`src/rtl/counter_sweep_ctrl.sv`:
```
`default_nettype none
// ============================================================================
// Module   : counter_sweep_ctrl
// Purpose  : Steers an external up/down counter through N triangle sweeps
//            lo -> hi -> lo. Jobs arrive on a valid/ready command port.
// Revision : 1.0  initial release
// ============================================================================
module counter_sweep_ctrl #(
  parameter int W = 4,
  parameter int S = 4
) (
  input  logic         i_clk,
  input  logic         i_reset,
  input  logic         i_cmd_valid,
  output logic         o_cmd_ready,
  input  logic [W-1:0] i_cmd_lo,
  input  logic [W-1:0] i_cmd_hi,
  input  logic [S-1:0] i_cmd_sweeps,
  input  logic         i_abort,
  input  logic [W-1:0] i_count,
  output logic         o_up_down,
  output logic         o_cnt_clr,
  output logic         o_busy,
  output logic [S-1:0] o_sweep_cnt,
  output logic         o_done,
  output logic         o_err
);

  typedef enum logic [1:0] {
    IDLE = 2'd0,
    SEEK = 2'd1,
    RISE = 2'd2,
    FALL = 2'd3
  } state_t;

  state_t       r_state;
  state_t       w_state_nxt;

  logic [W-1:0] r_lo;
  logic [W-1:0] r_hi;
  logic [S-1:0] r_n;
  logic [S-1:0] r_sweep_cnt;
  logic         r_cnt_clr;
  logic         r_busy;
  logic         r_done;
  logic         r_err;

  logic         w_accept;
  logic         w_cmd_bad;
  logic         w_at_lo;
  logic         w_at_hi;
  logic [S-1:0] w_sweep_plus;
  logic         w_last_sweep;
  logic         w_up_down;
  logic         w_load;
  logic         w_sweep_inc;
  logic         w_done_nxt;
  logic         w_err_nxt;

  assign o_cmd_ready  = (r_state == IDLE) & ~i_abort;
  assign w_accept     = i_cmd_valid & o_cmd_ready;
  assign w_cmd_bad    = (i_cmd_lo >= i_cmd_hi) | (i_cmd_sweeps == '0);
  assign w_at_lo      = (i_count == r_lo);
  assign w_at_hi      = (i_count == r_hi);
  assign w_sweep_plus = r_sweep_cnt + {{(S-1){1'b0}}, 1'b1};
  assign w_last_sweep = (w_sweep_plus == r_n);

  always_ff @(posedge i_clk or posedge i_reset) begin
    if (i_reset) begin
      r_state <= IDLE;
    end else begin
      r_state <= w_state_nxt;
    end
  end

  always_comb begin
    w_state_nxt = r_state;
    w_up_down   = 1'b1;
    w_load      = 1'b0;
    w_sweep_inc = 1'b0;
    w_done_nxt  = 1'b0;
    w_err_nxt   = 1'b0;
    case (r_state)
      IDLE: begin
        if (w_accept) begin
          if (w_cmd_bad) begin
            w_err_nxt = 1'b1;
          end else begin
            w_load      = 1'b1;
            w_state_nxt = SEEK;
          end
        end
      end
      SEEK: begin
        if (w_at_lo) begin
          w_state_nxt = RISE;
        end
      end
      RISE: begin
        if (w_at_hi) begin
          w_up_down   = 1'b0;
          w_state_nxt = FALL;
        end
      end
      FALL: begin
        // Turning up at lo also steps the counter to lo+1 on the final sweep;
        // the registered clear pulls it back to 0 a cycle later.
        if (w_at_lo) begin
          w_sweep_inc = 1'b1;
          if (w_last_sweep) begin
            w_state_nxt = IDLE;
            w_done_nxt  = 1'b1;
          end else begin
            w_state_nxt = RISE;
          end
        end else begin
          w_up_down = 1'b0;
        end
      end
      default: begin
        w_state_nxt = IDLE;
      end
    endcase
    // Abort overrides any progress made on this edge; sweep_cnt is frozen.
    if (i_abort && (r_state != IDLE)) begin
      w_state_nxt = IDLE;
      w_sweep_inc = 1'b0;
      w_done_nxt  = 1'b0;
    end
  end

  always_ff @(posedge i_clk or posedge i_reset) begin
    if (i_reset) begin
      r_cnt_clr   <= 1'b1;
      r_busy      <= 1'b0;
      r_done      <= 1'b0;
      r_err       <= 1'b0;
      r_sweep_cnt <= '0;
      r_lo        <= '0;
      r_hi        <= '0;
      r_n         <= '0;
    end else begin
      r_cnt_clr <= (w_state_nxt == IDLE);
      r_busy    <= (w_state_nxt != IDLE);
      r_done    <= w_done_nxt;
      r_err     <= w_err_nxt;
      if (w_load) begin
        r_lo        <= i_cmd_lo;
        r_hi        <= i_cmd_hi;
        r_n         <= i_cmd_sweeps;
        r_sweep_cnt <= '0;
      end else if (w_sweep_inc) begin
        r_sweep_cnt <= w_sweep_plus;
      end
    end
  end

  assign o_up_down   = w_up_down;
  assign o_cnt_clr   = r_cnt_clr;
  assign o_busy      = r_busy;
  assign o_sweep_cnt = r_sweep_cnt;
  assign o_done      = r_done;
  assign o_err       = r_err;

endmodule
`default_nettype wire

```
`config.mk`:
```
export PLATFORM = sky130hd
export DESIGN_NAME = counter_sweep_ctrl
export DESIGN_NICKNAME = d
export VERILOG_FILES = /design/src/rtl/counter_sweep_ctrl.sv
export SDC_FILE = /design/constraint.sdc
export NUM_CORES = 1
export LEC_CHECK = 0
export ABC_AREA = 1
export CORE_MARGIN = 1.5
export CORE_UTILIZATION = 35
export CTS_CLUSTER_SIZE = 25
export DETAILED_ROUTE_END_ITERATION = 8
export GPL_ROUTABILITY_DRIVEN = 0
export SYNTH_ARGS = -nofsm -noshare
export SYNTH_HDL_FRONTEND = slang
export SYNTH_SLANG_ARGS = --single-unit
```
`constraint.sdc`:
```
create_clock -name i_clk -period 1.98 [get_ports i_clk]
set_clock_uncertainty 0.05 [all_clocks]
set_input_delay 0.495 -clock i_clk [delete_from_list [all_inputs] [get_ports i_clk]]
set_output_delay 0.495 -clock i_clk [all_outputs]
set_load 0.03 [all_outputs]
```
==> results.json, run 1 <==
{
  "antenna_found_initial": 0,
  "cts_tree": "built",
  "final_net_count": 257,
  "core_area_um2": 3661,
  "ios": 30,
  "postCtsHoldBufs": 0,
  "synthSimpleGateAreaFrac_pct": 29.85,
  "ir_drop_mv": 0.4046,
  "grt-busiest-layer": "met2",
  "synthAdderAreaFrac_pct": 4.708,
  "synthXorXnorAreaFrac_pct": 0,
  "r2r.worst_path.cells": 10,
  "power_density_nw_per_um2": 1007,
  "finalSetupTns_ns": 0,
  "min_path_cells": 2,
  "dieArea_um2": 4175,
  "yosysMostFrequentCell": "nand2_1",
  "synth-edff-count": 0,
  "grt_max_degree": 23,
  "slew_viol_final": 0,
  "grt.met2_usage_pct": 26.95,
  "cp_slowest_cell": "clkdlybuf4s50_1",
  "viasPerCell": 4.237,
  "setup_ws_ns": 0.04859,
  "drt-total-wl_mm": 2.735,
  "fin_crit_sh_pct": 97.55,
  "place_worst_setup_slack_ns": -0.3973,
  "critPathKind": "in2reg",
  "final_area_um2": 1931,
  "dr.pass1.iters": 4,
  "crit_chain": "clkdlybuf4s50_1 -> inv_2 -> ha_2 -> a21oi_2 -> a21boi_4 -> nand3b_4 -> buf_6 -> nand2_1 -> o21ai_2",
  "numCtsBuffers": 3,
  "critPathBufInv": 3,
  "num_rows": 22,
  "crit_required_ns": 2.09,
  "synth_compound_area_share_pct": 10.73,
  "vias": 1182,
  "initial_core_util_pct": 36.30,
  "synth.area.top_cells": "dfrtp_1, nand2_1, inv_1",
  "area_growth_pct": 45.29,
  "synth_top_area_cell": "dfrtp_1",
  "synth_ff_type": "dfrtp_1",
  "dpl_cell_area_um2": 1755,
  "cts.sinks": 22,
  "utilization_pct": 52.73,
  "critPathMaxFanout": 7,
  "grt_usage_pct": 14.95,
  "synth_top_family_by_area": "simple AND/OR/NAND/NOR gates",
  "gr-usage-met1_pct": 19.01,
  "grt_pass1_vias": 1231,
  "die_y_um": 64.62,
  "synth-seq-cells": 22,
  "critPathLaunchType": "input port",
  "met3_usage_pct": 2.083,
  "setup_viol": 0,
  "syn_nets": 205,
  "synth.distinct_cells": 25,
  "filler_cell_count": 370,
  "fin_hold_ws_ns": 0.4712,
  "root_buffer": "clkbuf_8",
  "layout-drive-gt1-share_pct": 24.68,
  "netlist_instances": 180,
  "ant_nets": 0,
  "cts_max_path_buffers": 2,
  "final_hold_viol_count": 0,
  "io_buffers": 29,
  "tightest_slew_ns": 0.3185,
  "syn-cell-area_um2": 1329,
  "cp.arrival_ns": 2.04,
  "yosysWarnings": 0,
  "end_kind": "flop",
  "drc": 0,
  "slew_headroom_pct": 78.73,
  "grt_pass1_wl_mm": 4.974,
  "p_leak_nw": 1.103,
  "max_cap_violations": 0,
  "hpwl_mm": 2.055,
  "critPathTopFamily": "buffers and inverters",
  "ys_seq_area_share_pct": 41.53,
  "syn_avg_cell_area_um2": 7.382,
  "clkTransAtPathRegs_ns": 0.08,
  "die_w_um": 64.62,
  "muxShareOfSynthArea_pct": 0,
  "first_iter_violations": 47,
  "cts_max_level": 1,
  "clkLatencyLatePin_ns": 0.26,
  "worstHoldPathType": "reg2reg",
  "yosys-top-cells-count": "nand2_1, inv_1, dfrtp_1",
  "critical_path_cell_count": 9,
  "outcome": "finished clean",
  "cpPeakStageDelay_ns": 0.47,
  "async_flop_share_pct": 100.0,
  "synth_top_area_share_pct": 39.55,
  "diodes": 0,
  "overflow": 0,
  "wire_per_inst_um": 9.803,
  "min_period_ns": 1.931,
  "max_freq_mhz": 517.8
}
[tightest hold or removal path, stage by stage, from the launching register on]
cell	delay (ns)
dfrtp_1	0.37
nand2_1	0.07
nand2_1	0.06
[final cells by class]
cell class / instances / area [µm²] / area share (%)
Tap cell: 48 / 60.06 / 3.111
Clock inverter: 1 / 30.03 / 1.555
Sequential cell: 22 / 551.8 / 28.58
Clock buffer: 3 / 41.29 / 2.139
Timing Repair inverter: 1 / 6.256 / 0.3240
Multi-Input combinational cell: 120 / 663.1 / 34.35
Inverter: 37 / 146.4 / 7.583
Timing Repair Buffer: 47 / 431.7 / 22.36
[cell usage in the layout, fill, tap and decap left out, types with 5 or more instances in the layout]
master,count
o21ai_0,6
inv_1,31
dfrtp_1,21
nor2_1,13
o21ai_2,6
clkdlybuf4s50_1,14
nand2_1,61
buf_4,18
dlymetal6s2s_1,8
inv_2,5
nand3_1,9
[stage by stage]
stage               total power, mW  cells
floorplan                     1.253    180
global placement              1.505    270
detailed placement            1.515    270
CTS                           1.955    277
global route                  2.133    279
finish                        1.943    279
[path summary, 6_finish.rpt]
path,start,to,slack (ns)
worst max register to register,o_sweep_cnt[0]$_DFFE_PP0P_,o_busy$_DFF_PP0_,0.43
max in group asynchronous,i_reset,o_cnt_clr$_DFF_PP1_,1.10
worst min-delay path,r_n[0]$_DFFE_PP0P_,r_n[0]$_DFFE_PP0P_,0.47
min in group asynchronous,i_reset,o_sweep_cnt[2]$_DFFE_PP0P_,0.51
worst max-delay path,i_cmd_hi[2],r_hi[3]$_DFFE_PP0P_,0.05
worst min register to register,r_n[0]$_DFFE_PP0P_,r_n[0]$_DFFE_PP0P_,0.47
[cells by family (layout without fill, tap and decap cells)]
| family | after synthesis | count (layout) |
|---|---|---|
| and+or+nand+nor | 93 | 94 |
| buffers and inverters | 39 | 89 |
| DFF | 22 | 22 |
| AOI/OAI and AO/OA | 21 | 21 |
| adders and majority gates | 5 | 5 |
[power breakdown]
group	switching (mW)	total, mW	internal, mW
Combinational	0.453	0.818	0.365
Clock	0.147	0.417	0.270
Sequential	0.0978	0.708	0.611
[per-layer routing]
layer / part of all wire, % / up-vias
li1: - / 656
met1: 51 / 506
met2: 45 / 18
met3: 2.6 / 2
met4: 0.40 / 0
met5: 0 / -
[registers in the layout (all words and copies together), names as in the netlist]
signal / cells
o_busy: 1
o_cnt_clr: 1
o_done: 1
o_err: 1
o_sweep_cnt: 4
r_hi: 4
r_lo: 4
r_n: 4
r_state: 2
[repair_timing]
item | 4_1_cts | 5_1_grt
gates resized for setup | 12 | 26
cloned | 1 | 1
setup buffers | 2 | 1
setup endpoints to repair | 20 | 22
pin swaps | 4 | 5
Note: power is estimated with default switching activity, not from simulation.
==> inputs of run 2 (changes only) <==
--- a/config.mk
+++ b/config.mk
@@ -11,6 +11,7 @@
 export CTS_CLUSTER_SIZE = 25
 export DETAILED_ROUTE_END_ITERATION = 8
 export GPL_ROUTABILITY_DRIVEN = 0
+export GPL_TIMING_DRIVEN = 0
 export SYNTH_ARGS = -nofsm -noshare
 export SYNTH_HDL_FRONTEND = slang
 export SYNTH_SLANG_ARGS = --single-unit
==> run 2 against run 1 <==
Against the previous run:
- non-clock buffer count shrank 7
- sequential power is 2.8% higher
- wire length increased by 6.0%
- cell area down 3.0%
- combinational power fell by 2.4%
- largest power group unchanged
==> results.json, run 2 (synthesis gave the netlist of run 1 again) <==
{
  "outcome": "finished clean",
  "intPower_mw": 1.229,
  "routed-wl-met3_um": 72,
  "p_leak_nw": 1.007,
  "ios": 30,
  "antenna_found_initial": 0,
  "hpwl_mm": 2.152,
  "place_worst_setup_slack_ns": -0.7531,
  "final_net_count": 248,
  "power_frac_comb_pct": 41.1,
  "final_cell_mix": "nand2_1, inv_1, dfrtp_1",
  "critPathMaxFanout": 2,
  "grt_usage_pct": 15.89,
  "max_cap_violations": 0,
  "rsz0062_at_grt": "false",
  "top_layer": "met4",
  "layout-drive-gt1-share_pct": 19.37,
  "netSwitchingFraction_pct": 36.66,
  "ant_nets": 0,
  "slew_headroom_pct": 43.05,
  "fin_hold_ws_ns": 0.4560,
  "area_growth_pct": 40.96,
  "io_buffers": 29,
  "r2r_start": "r_state[1]$_DFF_PP0_",
  "cts.sinks": 22,
  "dieArea_um2": 4175,
  "wire_per_inst_um": 10.74,
  "power.switching_mw": 0.7117,
  "clkLatencyLatePin_ns": 0.26,
  "core_area_um2": 3661,
  "grt_max_degree": 23,
  "dr.pass1.iters": 4,
  "viasPerCell": 4.407,
  "max_freq_mhz": 514.0,
  "ir_drop_mv": 0.3848,
  "initial_core_util_pct": 36.30,
  "fin_crit_sh_pct": 98.26,
  "grt_pass1_vias": 1229,
  "drt-total-wl_mm": 2.900,
  "reg2reg_to": "r_n[0]$_DFFE_PP0P_",
  "clkTransAtPathRegs_ns": 0.08,
  "reg2reg_slack_ns": 0.41,
  "cts_tree": "built",
  "instances_no_fill": 270,
  "cp.arrival_ns": 1.40,
  "vias": 1190,
  "slew_viol_final": 0,
  "cts_max_level": 1,
  "drc": 0,
  "crit_path_end": "o_cmd_ready",
  "root_buffer": "clkbuf_8",
  "worstHoldPathType": "reg2reg",
  "r2r.worst_path.cells": 9,
  "grt_pass1_wl_mm": 5.168,
  "setup_viol": 0,
  "final_common_cell": "nand2_1",
  "m1WireLength_mm": 1.470,
  "route.met2.wl_mm": 1.331,
  "tightest_slew_ns": 0.8532,
  "place_inst": 257,
  "cts_max_path_buffers": 2,
  "setup_ws_ns": 0.03454,
  "diodes": 0,
  "min_period_ns": 1.945,
  "final_hold_viol_count": 0,
  "die_y_um": 64.62,
  "dpl_cell_area_um2": 1679,
  "crit_start": "i_abort",
  "crit_required_ns": 1.43,
  "final_area_um2": 1873,
  "filler_cell_count": 387,
  "die_w_um": 64.62,
  "critPathLaunchType": "input port",
  "numCtsBuffers": 3,
  "power_density_nw_per_um2": 1036,
  "end_kind": "output pin",
  "clkPwrFrac_pct": 21.4,
  "p_seq_share_pct": 37.5,
  "num_rows": 22,
  "critPathKind": "in2out",
  "overflow": 0,
  "first_iter_violations": 47
}
run 2: worst min-delay path by stage:
stage | start | end | slack (ns) | cells after the start
after floorplan | r_n[0]$_DFFE_PP0P_ | r_n[0]$_DFFE_PP0P_ | 0.41 | 2
after detailed placement | r_n[0]$_DFFE_PP0P_ | r_n[0]$_DFFE_PP0P_ | 0.44 | 2
after global placement | r_n[0]$_DFFE_PP0P_ | r_n[0]$_DFFE_PP0P_ | 0.43 | 2
after global routing | r_n[0]$_DFFE_PP0P_ | r_n[0]$_DFFE_PP0P_ | 0.51 | 2
final | r_n[0]$_DFFE_PP0P_ | r_n[0]$_DFFE_PP0P_ | 0.46 | 2
after CTS | r_n[0]$_DFFE_PP0P_ | r_n[0]$_DFFE_PP0P_ | 0.46 | 2
run 2: repair_timing:
action | in CTS | in global routing
endpoints found under the setup margin | 20 | 17
setup buffers | 6 | 2
resized for setup | 38 | 7
hold buffers | 0 | 0
endpoints found under the hold margin | 0 | 0
pin swaps | 6 | 0
gates cloned | 1 | 0
run 2: metal layers:
metal / global-route usage (%) / vias to the layer above
met5: 0 / -
met4: 5.585 / 0
met3: 1.563 / 2
met2: 27.08 / 19
met1: 21.04 / 541
li1: - / 628
run 2: area by class of cell:
type	instances	area, µm²	area share (%)
clock inverter	1	30.03	1.603
tap	48	60.06	3.206
clock buffer	3	41.29	2.204
timing repair buffer	38	377.9	20.17
sequential	22	551.8	29.46
inverter	37	143.9	7.682
buffer	2	35.03	1.870
multi-input combinational	119	633.1	33.80
run 2: through the flow:
stage / utilization (%) / power, mW / TNS [ns]
after floorplan: - / 1.253 / 0
after global placement: 45.86 / 1.464 / -7.615
after detailed placement: 45.86 / 1.487 / -7.690
after CTS: 50.65 / 1.939 / 0
after global routing: 51.16 / 2.107 / 0
final: 51.16 / 1.941 / 0
run 2: worst max-delay path, cell delays in order:
cell and delay, ns:
clkdlybuf4s50_1 0.47, nor2_4 0.14, clkdlybuf4s15_2 0.30
run 2: power groups by stage:
stage          Combinational [mW]  Clock, mW  Sequential (mW)
6_report                    0.798      0.415            0.728
5_1_grt                     0.911      0.439            0.757
3_3_place_gp                0.736          0            0.728
3_5_place_dp                0.752          0            0.735
4_1_cts                     0.792      0.419            0.727
2_1_floorplan               0.489          0            0.764
